**src/rtl/cmp_event_tracker_if.sv**
```systemverilog
// Signal bundle between a comparator-result producer and cmp_event_tracker.
// The producer drives the raw level and qualifiers; the tracker returns filtered level, events and debug state.
interface cmp_event_tracker_if #(
  parameter int CNT_W = 8
);
  // Qualifier semantics: z_in is consumed only on rising edges where
  // sample_en=1. There is no back-pressure. rise_pulse and fall_pulse are
  // each valid for exactly one cycle and are never acknowledged.
  logic             z_in;
  logic             sample_en;
  logic             clr;
  logic             z_stable;
  logic             rise_pulse;
  logic             fall_pulse;
  logic [CNT_W-1:0] rise_count;
  logic             count_sat;
  logic [1:0]       dbg_state;
  logic [3:0]       dbg_run;

  modport master (
    output z_in, sample_en, clr,
    input  z_stable, rise_pulse, fall_pulse, rise_count, count_sat,
    input  dbg_state, dbg_run
  );

  modport slave (
    input  z_in, sample_en, clr,
    output z_stable, rise_pulse, fall_pulse, rise_count, count_sat,
    output dbg_state, dbg_run
  );
endinterface

```
**src/rtl/cmp_event_tracker.sv**
```systemverilog
// Run-length glitch filter for the comparator result with rise/fall pulses and a saturating rise counter.
// Optional input synchronizer is enabled with macro CMP_EVT_SYNC_EN.
module cmp_event_tracker #(
  parameter int STABLE_CYCLES = 4,
  parameter int CNT_W         = 8
) (
  input logic                clk,
  input logic                rst_n,
  cmp_event_tracker_if.slave bus
);

  typedef enum logic [1:0] {
    S_LOW       = 2'd0,
    S_LOW_PEND  = 2'd1,
    S_HIGH      = 2'd2,
    S_HIGH_PEND = 2'd3
  } state_e;

  localparam logic [3:0]       STABLE_N = 4'(STABLE_CYCLES);
  localparam logic [CNT_W-1:0] CNT_MAX  = '1;
  localparam logic [CNT_W-1:0] CNT_ONE  = CNT_W'(1);

  state_e           state_q;
  logic [3:0]       run_q;
  logic             z_stable_q;
  logic             rise_q;
  logic             fall_q;
  logic [CNT_W-1:0] cnt_q;
  logic             sat_q;

  logic             z_f;
  logic [3:0]       run_inc;
  logic             commit_rise;
  logic             commit_fall;

`ifdef CMP_EVT_SYNC_EN
  logic sync1_q;
  logic sync2_q;

  // Free-running: the synchronizer must not stall when sampling is gated.
  always_ff @(posedge clk or negedge rst_n) begin
    if (!rst_n) begin
      sync1_q <= 1'b0;
      sync2_q <= 1'b0;
    end else begin
      sync1_q <= bus.z_in;
      sync2_q <= sync1_q;
    end
  end

  assign z_f = sync2_q;
`else
  assign z_f = bus.z_in;
`endif

  always_comb begin
    run_inc     = run_q + 4'd1;
    commit_rise = 1'b0;
    commit_fall = 1'b0;
    if (bus.sample_en) begin
      unique case (state_q)
        S_LOW:       commit_rise = z_f && (STABLE_N == 4'd1);
        S_LOW_PEND:  commit_rise = z_f && (run_inc == STABLE_N);
        S_HIGH:      commit_fall = !z_f && (STABLE_N == 4'd1);
        S_HIGH_PEND: commit_fall = !z_f && (run_inc == STABLE_N);
        default:     ;
      endcase
    end
  end

  always_ff @(posedge clk or negedge rst_n) begin
    if (!rst_n) begin
      state_q    <= S_LOW;
      run_q      <= 4'd0;
      z_stable_q <= 1'b0;
      rise_q     <= 1'b0;
      fall_q     <= 1'b0;
      cnt_q      <= '0;
      sat_q      <= 1'b0;
    end else begin
      rise_q <= commit_rise;
      fall_q <= commit_fall;

      if (bus.sample_en) begin
        unique case (state_q)
          S_LOW: begin
            if (z_f) begin
              if (commit_rise) begin
                state_q    <= S_HIGH;
                run_q      <= 4'd0;
                z_stable_q <= 1'b1;
              end else begin
                state_q <= S_LOW_PEND;
                run_q   <= 4'd1;
              end
            end
          end
          S_LOW_PEND: begin
            if (!z_f) begin
              state_q <= S_LOW;
              run_q   <= 4'd0;
            end else if (commit_rise) begin
              state_q    <= S_HIGH;
              run_q      <= 4'd0;
              z_stable_q <= 1'b1;
            end else begin
              run_q <= run_inc;
            end
          end
          S_HIGH: begin
            if (!z_f) begin
              if (commit_fall) begin
                state_q    <= S_LOW;
                run_q      <= 4'd0;
                z_stable_q <= 1'b0;
              end else begin
                state_q <= S_HIGH_PEND;
                run_q   <= 4'd1;
              end
            end
          end
          S_HIGH_PEND: begin
            if (z_f) begin
              state_q <= S_HIGH;
              run_q   <= 4'd0;
            end else if (commit_fall) begin
              state_q    <= S_LOW;
              run_q      <= 4'd0;
              z_stable_q <= 1'b0;
            end else begin
              run_q <= run_inc;
            end
          end
          default: begin
            state_q <= S_LOW;
            run_q   <= 4'd0;
          end
        endcase
      end

      // A clear coinciding with a rise keeps that rise: the count restarts at one.
      if (bus.clr) begin
        cnt_q <= commit_rise ? CNT_ONE : '0;
        sat_q <= 1'b0;
      end else if (commit_rise && (cnt_q != CNT_MAX)) begin
        cnt_q <= cnt_q + CNT_ONE;
        if ((cnt_q + CNT_ONE) == CNT_MAX) begin
          sat_q <= 1'b1;
        end
      end
    end
  end

  assign bus.z_stable   = z_stable_q;
  assign bus.rise_pulse = rise_q;
  assign bus.fall_pulse = fall_q;
  assign bus.rise_count = cnt_q;
  assign bus.count_sat  = sat_q;
  assign bus.dbg_state  = state_q;
  assign bus.dbg_run    = run_q;

endmodule

```
**src/flat_wrapper.sv**
```systemverilog
// flat-port wrapper written by rule: the top's interface ports become plain ports
module cmp_event_tracker_flat 
#(
  parameter int STABLE_CYCLES = 4,
  parameter int CNT_W         = 8
)
  (clk, rst_n, bus_z_in, bus_sample_en, bus_clr, bus_z_stable, bus_rise_pulse, bus_fall_pulse, bus_rise_count, bus_count_sat, bus_dbg_state, bus_dbg_run);
  cmp_event_tracker_if #(.CNT_W(CNT_W)) bus_i ();
  input logic clk;
  input logic rst_n;
  input wire logic [$bits(bus_i.z_in)-1:0] bus_z_in;
  input wire logic [$bits(bus_i.sample_en)-1:0] bus_sample_en;
  input wire logic [$bits(bus_i.clr)-1:0] bus_clr;
  output wire logic [$bits(bus_i.z_stable)-1:0] bus_z_stable;
  output wire logic [$bits(bus_i.rise_pulse)-1:0] bus_rise_pulse;
  output wire logic [$bits(bus_i.fall_pulse)-1:0] bus_fall_pulse;
  output wire logic [$bits(bus_i.rise_count)-1:0] bus_rise_count;
  output wire logic [$bits(bus_i.count_sat)-1:0] bus_count_sat;
  output wire logic [$bits(bus_i.dbg_state)-1:0] bus_dbg_state;
  output wire logic [$bits(bus_i.dbg_run)-1:0] bus_dbg_run;
  assign bus_i.z_in = bus_z_in;
  assign bus_i.sample_en = bus_sample_en;
  assign bus_i.clr = bus_clr;
  assign bus_z_stable = bus_i.z_stable;
  assign bus_rise_pulse = bus_i.rise_pulse;
  assign bus_fall_pulse = bus_i.fall_pulse;
  assign bus_rise_count = bus_i.rise_count;
  assign bus_count_sat = bus_i.count_sat;
  assign bus_dbg_state = bus_i.dbg_state;
  assign bus_dbg_run = bus_i.dbg_run;
  cmp_event_tracker #(.STABLE_CYCLES(STABLE_CYCLES), .CNT_W(CNT_W)) u_core (.clk(clk), .rst_n(rst_n), .bus(bus_i));
endmodule
```
**config.mk**
```make
export PLATFORM = sky130hd
export DESIGN_NAME = cmp_event_tracker_flat
export DESIGN_NICKNAME = d
export VERILOG_FILES = /design/src/rtl/cmp_event_tracker_if.sv /design/src/rtl/cmp_event_tracker.sv /design/src/flat_wrapper.sv
export SDC_FILE = /design/constraint.sdc
export NUM_CORES = 1
export LEC_CHECK = 0
export BUFFER_PORTS_ARGS = -buffer_cell sky130_fd_sc_hd__buf_4
export CAP_MARGIN = 10
export CORE_AREA = 4 4 52 54
export DETAILED_ROUTE_END_ITERATION = 10
export DIE_AREA = 0 0 56 58
export PLACE_DENSITY = 0.66
export SKIP_CTS_REPAIR_TIMING = 1
export SKIP_LAST_GASP = 1
export SLEW_MARGIN = 20
export SYNTH_ARGS = -nofsm -noshare
export SYNTH_HDL_FRONTEND = slang
export SYNTH_SLANG_ARGS = --single-unit
```
**constraint.sdc**
```tcl
create_clock -name clk -period 5.8 [get_ports clk]
set_clock_uncertainty 0.1 [all_clocks]
set_input_delay 0.87 -clock clk [delete_from_list [all_inputs] [get_ports clk]]
set_output_delay 0.87 -clock clk [all_outputs]
set_load 0.005 [all_outputs]
```
==> results.yml, run 1 <==
place:
  dp_cells: 146
  gp_congestion: 0.740
  placed_cell_area_sq_um: 1150
  port_buffers: 22
  pre_cts_ws_ps: 2960
  dp_hpwl_microns: 1550
power_and_ir_drop:
  p_leak_nw: 0.540
  switchingPower_uw: 95.8
  power_frac_seq: 0.537
  p_per_area_nw_per_um2: 261
  comb_power_share: 0.258
  irDropWorstVdd_mv: 0.259
  cell_internal_pwr_uw: 209
  p_sw_frac: 0.314
  power_frac_clock: 0.205
final_layout:
  fillers: 215
  multi_input_area_sq_um: 478
  area_growth_pct: 20.6
  drive_above_1_share: 0.223
  design_area_sq_um: 1170
  regArea_sq_um: 450
  num_antenna_cells: 0
  fin_nets: 132
  stdcell_count: 149
synthesis:
  synth-seq-cells: 18
  postSynthNetCount: 110
  synth_area_leader_cell: "dfrtp_1"
  syn_inst: 101
  synth_async_sr_flop_share: 1.00
  ys.flop_type: "dfrtp_1"
  yosys_warnings: 0
  ys_seq_area_frac: 0.465
  syn_area_per_cell_sq_um: 9.60
  synth-edff-count: 0
  synth_top_area_share: 0.465
  syn_area_sq_um: 970
  yosysUniqueCellTypes: 30
  ys_top_cells_by_area: "dfrtp_1 46%, ha_1 5.2%, nand2_1 4.6%"
grt:
  antenna_found_initial: 0
  overflow: 0
  grt_pass1_wl_microns: 3790
  grt_usage: 0.143
  grt_max_degree: 19
  first_global_vias: 861
floorplan:
  fp.coreArea_sq_um: 2210
  die_h_microns: 58
  rows: 17
  start_util: 0.438
  die-area_sq_um: 3250
  die_w_microns: 56
  ios: 23
worst_setup_path:
  start_kind: "flop"
  cp_data_required_time_ps: 5920
  worstSetupPathType: "reg -> reg"
  end_kind: "flop"
  cp.arrival_ps: 2860
  critPathMaxFanout: 18
sta:
  setup_tns_ps: 0
  finalSetupViolations: 0
  fmax_ghz: 0.365
  setup_ws_ps: 3060
  finalCritPeriodShare: 0.472
  final-hold-violation-count: 0
  rsz0062_at_grt: "no"
  slew_violations: 0
  max_slew.worst_pin.slew_ps: 690
  relSlewSlack: 0.538
  period_needed_ps: 2740
clock_tree:
  cts.sinks: 18
  root_buffer: "clkbuf_4"
  cts_tree: "yes"
  cts_buffer_depth: 2
  clkLatencyLatePin_ps: 290
  path_clk_slew_ps: 110
  htree_levels: 1
  numCtsBuffers: 3
drt:
  wirelength_microns: 2120
  initialDrtViolationCount: 13
  antenna_left: 0
  vias_per_cell: 5.71
  dr_total_vias: 851
  drt-wirelength-per-cell_microns: 14.2
  detail_route.first_pass.iterations: 4
  drc: 0
hold_path:
  hold_class: "in -> async"
run_status:
  status: "finished, final reports clean"
flow_run:
  maxCapViolations: 0
-- worst max-delay path, stage by stage, from the launching register on --
cell and delay, ps:
dfrtp_1 470, ha_1 270, xor2_1 160, nand3_1 140
or4b_1 790, or4_1 600, a21oi_1 150
-- metrics by stage --
step / hold WS, ps / power (mW) / utilization
after floorplan: 370 / 0.206 / -
after global placement: 370 / 0.244 / 0.519
after detailed placement: 374 / 0.246 / 0.519
after CTS: 328 / 0.310 / 0.529
after global routing: 328 / 0.327 / 0.529
final: 323 / 0.305 / 0.529
-- cells in the final DEF, fill, tap and decap left out --
cell / netlist / layout
or4_1: 4 / 4
nand2b_1: 1 / 1
nor2_1: 8 / 8
nand4_1: 2 / 2
a22o_1: 1 / 1
or4b_1: 2 / 2
o21ai_0: 2 / 2
or3_1: 2 / 2
o41ai_1: 4 / 4
a31o_2: 1 / 1
o32ai_1: 1 / 1
o311ai_0: 1 / 1
nor2b_1: 1 / 1
clkbuf_4: 0 / 3
dfrtp_1: 18 / 18
a31oi_1: 1 / 1
nand3_1: 5 / 5
xnor2_1: 2 / 2
o2bb2ai_1: 1 / 1
ha_1: 4 / 4
mux2_2: 1 / 1
xor2_1: 2 / 2
o31ai_1: 4 / 4
inv_1: 5 / 5
nand2_1: 12 / 12
a32o_1: 1 / 1
nand4b_1: 1 / 1
buf_4: 0 / 22
a21oi_1: 8 / 8
mux2i_1: 1 / 1
-- final cells by class --
type	instances	share of cell area
Inverter	5	0.0160
Tap cell	28	0.0299
Clock buffer	3	0.0193
Sequential cell	18	0.385
Multi-Input combinational cell	73	0.409
Timing Repair Buffer	22	0.141
-- final timing paths --
check	from	end	slack, ps	cells past startpoint
hold / removal	rst_n	u_core.bus.count_sat	320	1
setup / recovery	u_core.bus.dbg_run[0]	u_core.bus.rise_count[4]	3060	6
hold reg to reg	u_core.bus.z_stable	u_core.bus.z_stable	400	1
min in group clk	u_core.bus.z_stable	u_core.bus.z_stable	400	1
setup reg to reg	u_core.bus.dbg_run[0]	u_core.bus.rise_count[4]	3060	6
max in group asynchronous	rst_n	u_core.bus.z_stable	5070	1
-- per-layer routing --
metal  vias up  GRT usage  wire length (microns)  part of all wire
li1        416          -                      -                 -
met1       416      0.190                   1040              0.49
met2        15      0.230                    976              0.46
met3         4     0.0245                     73             0.034
met4         0     0.0610                     32             0.015
met5         -          0                      0                 0
-- Yosys cell counts, types with 3 or more instances --
cell type,instances
dfrtp_1,18
nand2_1,12
a21oi_1,8
nor2_1,8
inv_1,5
nand3_1,5
ha_1,4
o31ai_1,4
o41ai_1,4
or4_1,4
buf_2,3
-- power groups by stage --
stage,sequential (mW),clock (mW),combinational [mW]
floorplan,0.164,0,0.0417
global placement,0.166,0,0.0787
detailed placement,0.166,0,0.0801
CTS,0.164,0.0652,0.0803
global route,0.168,0.0702,0.0892
finish,0.164,0.0626,0.0786
-- sequential cells by signal (all words and copies together) (netlist names), named ones only --
name and cells:
u_core.bus.count_sat 1, u_core.bus.dbg_run 4, u_core.bus.dbg_state 1, u_core.bus.fall_pulse 1, u_core.bus.rise_count 8, u_core.bus.rise_pulse 1
u_core.bus.z_stable 1
-- logic make-up after synthesis --
logic type,after synthesis,synth area share
xor gates and xnor gates,4,0.0361
adders and majority gates,4,0.0516
and+or+nand+nor,38,0.203
DFF,18,0.465
muxes,2,0.0219
AOI/OAI and AO/OA,25,0.181
buffers and inverters,10,0.0426
No activity file was read; power rests on OpenSTA's default activity.
==> run 2, diff against run 1 <==
Settings changed: ABC_AREA from default to 1, CORE_AREA 4 4 52 54 to 4 4 55 57, DIE_AREA 0 0 56 58 to 0 0 59 61.
Clock period 5.8 ns to 2.8 ns, I/O delays scaled along.
==> run 2 against run 1 <==
Against the previous run: first-iteration DRC count rose to 3.4 times the previous value; flip-flop and latch count is the same; global-route usage increased by 0.76 points; setup slack got worse by 1900 ps; critical path type unchanged; critical endpoint is now u_core.bus.dbg_run[2]; largest cell class unchanged.
==> results.yml, run 2 <==
synthesis:
  synth_common_cells: "31 x nand2_1, 19 x inv_1, 18 x dfrtp_1"
  synth_compound_area_frac: 0.109
  postSynthNetCount: 145
  syn_area_per_cell_sq_um: 8.16
  synth-edff-count: 0
  syn_area_sq_um: 1110
  yosysMostFrequentCell: "nand2_1"
  muxShareOfSynthArea: 0
  syn_inst: 136
  yosysUniqueCellTypes: 28
  ys.flop_type: "dfrtp_1"
  synth_xor_area_frac: 0.0158
  synth_area_leader_cell: "dfrtp_1"
  ys_seq_area_frac: 0.406
  yosys_warnings: 0
  synth_fa_ha_area_frac: 0.0451
  synth-seq-cells: 18
  synth_async_sr_flop_share: 1.00
  synth_top_area_share: 0.406
  synth_top_family_by_area: "simple AND/OR/NAND/NOR gates"
  ys_top_cells_by_area: "dfrtp_1 41%, nand2_1 10%, inv_1 6.4%"
  synth-simple-area-share: 0.333
place:
  dp_cells: 186
  placed_cell_area_sq_um: 1300
  gp_congestion: 0.842
  port_buffers: 22
  dp_hpwl_microns: 1840
worst_setup_path:
  end_kind: "flop"
  cp.arrival_ps: 1740
  cp-startpoint: "u_core.bus.dbg_run[0]"
  rr_startpoint: "u_core.bus.dbg_run[0]"
  r2r_setup_slack_ps: 1110
  critPathMaxFanout: 7
  worstSetupPathType: "reg -> reg"
  cp_data_required_time_ps: 2860
  start_kind: "flop"
power_and_ir_drop:
  p_leak_nw: 0.642
  p_per_area_nw_per_um2: 502
  p_sw_frac: 0.352
  comb_power_share: 0.306
  cell_internal_pwr_uw: 433
  switchingPower_uw: 235
  power_frac_seq: 0.510
  irDropWorstVdd_mv: 0.348
  power_frac_clock: 0.184
clock_tree:
  cts_tree: "yes"
  path_clk_slew_ps: 90
  clkLatencyLatePin_ps: 280
  cts.sinks: 18
  htree_levels: 1
  cts_buffer_depth: 2
  root_buffer: "clkbuf_4"
  numCtsBuffers: 3
drt:
  drt-wirelength-per-cell_microns: 12.1
  antenna_left: 0
  initialDrtViolationCount: 44
  detail_route.first_pass.iterations: 4
  vias_per_cell: 5.18
  wirelength_microns: 2290
  dr_total_vias: 985
  drc: 0
floorplan:
  fp.coreArea_sq_um: 2480
  die_h_microns: 61
  ios: 23
  die-area_sq_um: 3600
  start_util: 0.448
  rows: 18
  die_w_microns: 59
sta:
  finalSetupViolations: 0
  final-hold-violation-count: 0
  fmax_ghz: 0.593
  slew_violations: 0
  relSlewSlack: 0.789
  setup_tns_ps: 0
  max_slew.worst_pin.slew_ps: 316
  finalCritPeriodShare: 0.602
  period_needed_ps: 1690
  rsz0062_at_grt: "no"
final_layout:
  largest_register_ffs: 8
  regArea_sq_um: 450
  area_growth_pct: 19.8
  fin_util: 0.537
  stdcell_count: 190
  fillers: 249
  design_area_sq_um: 1330
  final_common_cell: "nand2_1"
  drive_above_1_share: 0.306
  fin_nets: 171
  multi_input_area_sq_um: 558
  final_cell_mix: "31 x nand2_1, 22 x buf_4, 19 x inv_1"
  num_antenna_cells: 0
grt:
  overflow: 0
  antenna_found_initial: 0
  first_global_vias: 944
  grt_usage: 0.151
  grt_pass1_wl_microns: 4110
  grt_max_degree: 19
flow_run:
  maxCapViolations: 0
run_status:
  status: "finished, final reports clean"
hold_path:
  hold_class: "in -> reg"
  min_from: "bus_clr"
## run 2: cell count changes in the layout (fill, tap and decap cells not counted), sizes merged, moves of 4 or more
cell / delta
nand2: +25
inv: +18
nand3: +10
a21oi: -6
o21ai: +5
o22ai: +5
nor2: +4
o31ai: -4
o41ai: -4
or4: -4
## run 2: path summary, 6_finish.rpt
kind                                               to  cells after the start
worst min-delay path             u_core.bus.count_sat                      2
min in group asynchronous       u_core.bus.dbg_run[0]                      2
worst min register to register    u_core.bus.z_stable                      2
max in group asynchronous                   async pin                      2
worst max-delay path            u_core.bus.dbg_run[2]                      9
worst max register to register  u_core.bus.dbg_run[2]                      9
## run 2: layout make-up
| type | count | share of cell area |
|---|---|---|
| clock buffers | 3 | 0.0169 |
| inverters | 23 | 0.0649 |
| multi-input cells | 93 | 0.420 |
| flip-flops and latches | 18 | 0.339 |
| well taps | 30 | 0.0282 |
| repair buffers | 23 | 0.132 |
## run 2: critical path, stage by stage, from the launching register on
cell	delay, ps
dfrtp_1	470
ha_1	240
nand2_1	80
nand2_2	80
nor2_4	120
nand2_2	80
nand2_2	90
inv_2	40
o211ai_1	140
o22ai_1	120
## run 2: routing by layer
layer | up-vias | global-route usage | share of wire
li1 | 490 | - | -
met1 | 473 | 0.189 | 0.44
met2 | 20 | 0.254 | 0.49
met3 | 2 | 0.0277 | 0.057
met4 | 0 | 0.0647 | 0.0057
met5 | - | 0 | 0
## run 2: stage by stage
stage / hold slack, ps / power (mW) / worst slack, ps
after detailed placement: 204 / 0.552 / 1120
after global routing: 202 / 0.725 / 913
after floorplan: 24.4 / 0.462 / 1250
final: 219 / 0.667 / 1110
after global placement: 210 / 0.548 / 1120
after CTS: -115 / 0.677 / 1100
## run 2: logic make-up after synthesis
logic type / count (synthesis)
AOI/OAI and AO/OA: 16
xor gates and xnor gates: 2
adders and majority gates: 4
buffers and inverters: 25
DFF: 18
and+or+nand+nor: 71
## run 2: power groups by stage
| stage | sequential, mW | combinational [mW] | clock, mW |
|---|---|---|---|
| after floorplan | 0.339 | 0.123 | 0 |
| after global placement | 0.343 | 0.204 | 0 |
| after detailed placement | 0.345 | 0.207 | 0 |
| after CTS | 0.340 | 0.208 | 0.129 |
| after global routing | 0.349 | 0.234 | 0.142 |
| final | 0.340 | 0.204 | 0.123 |
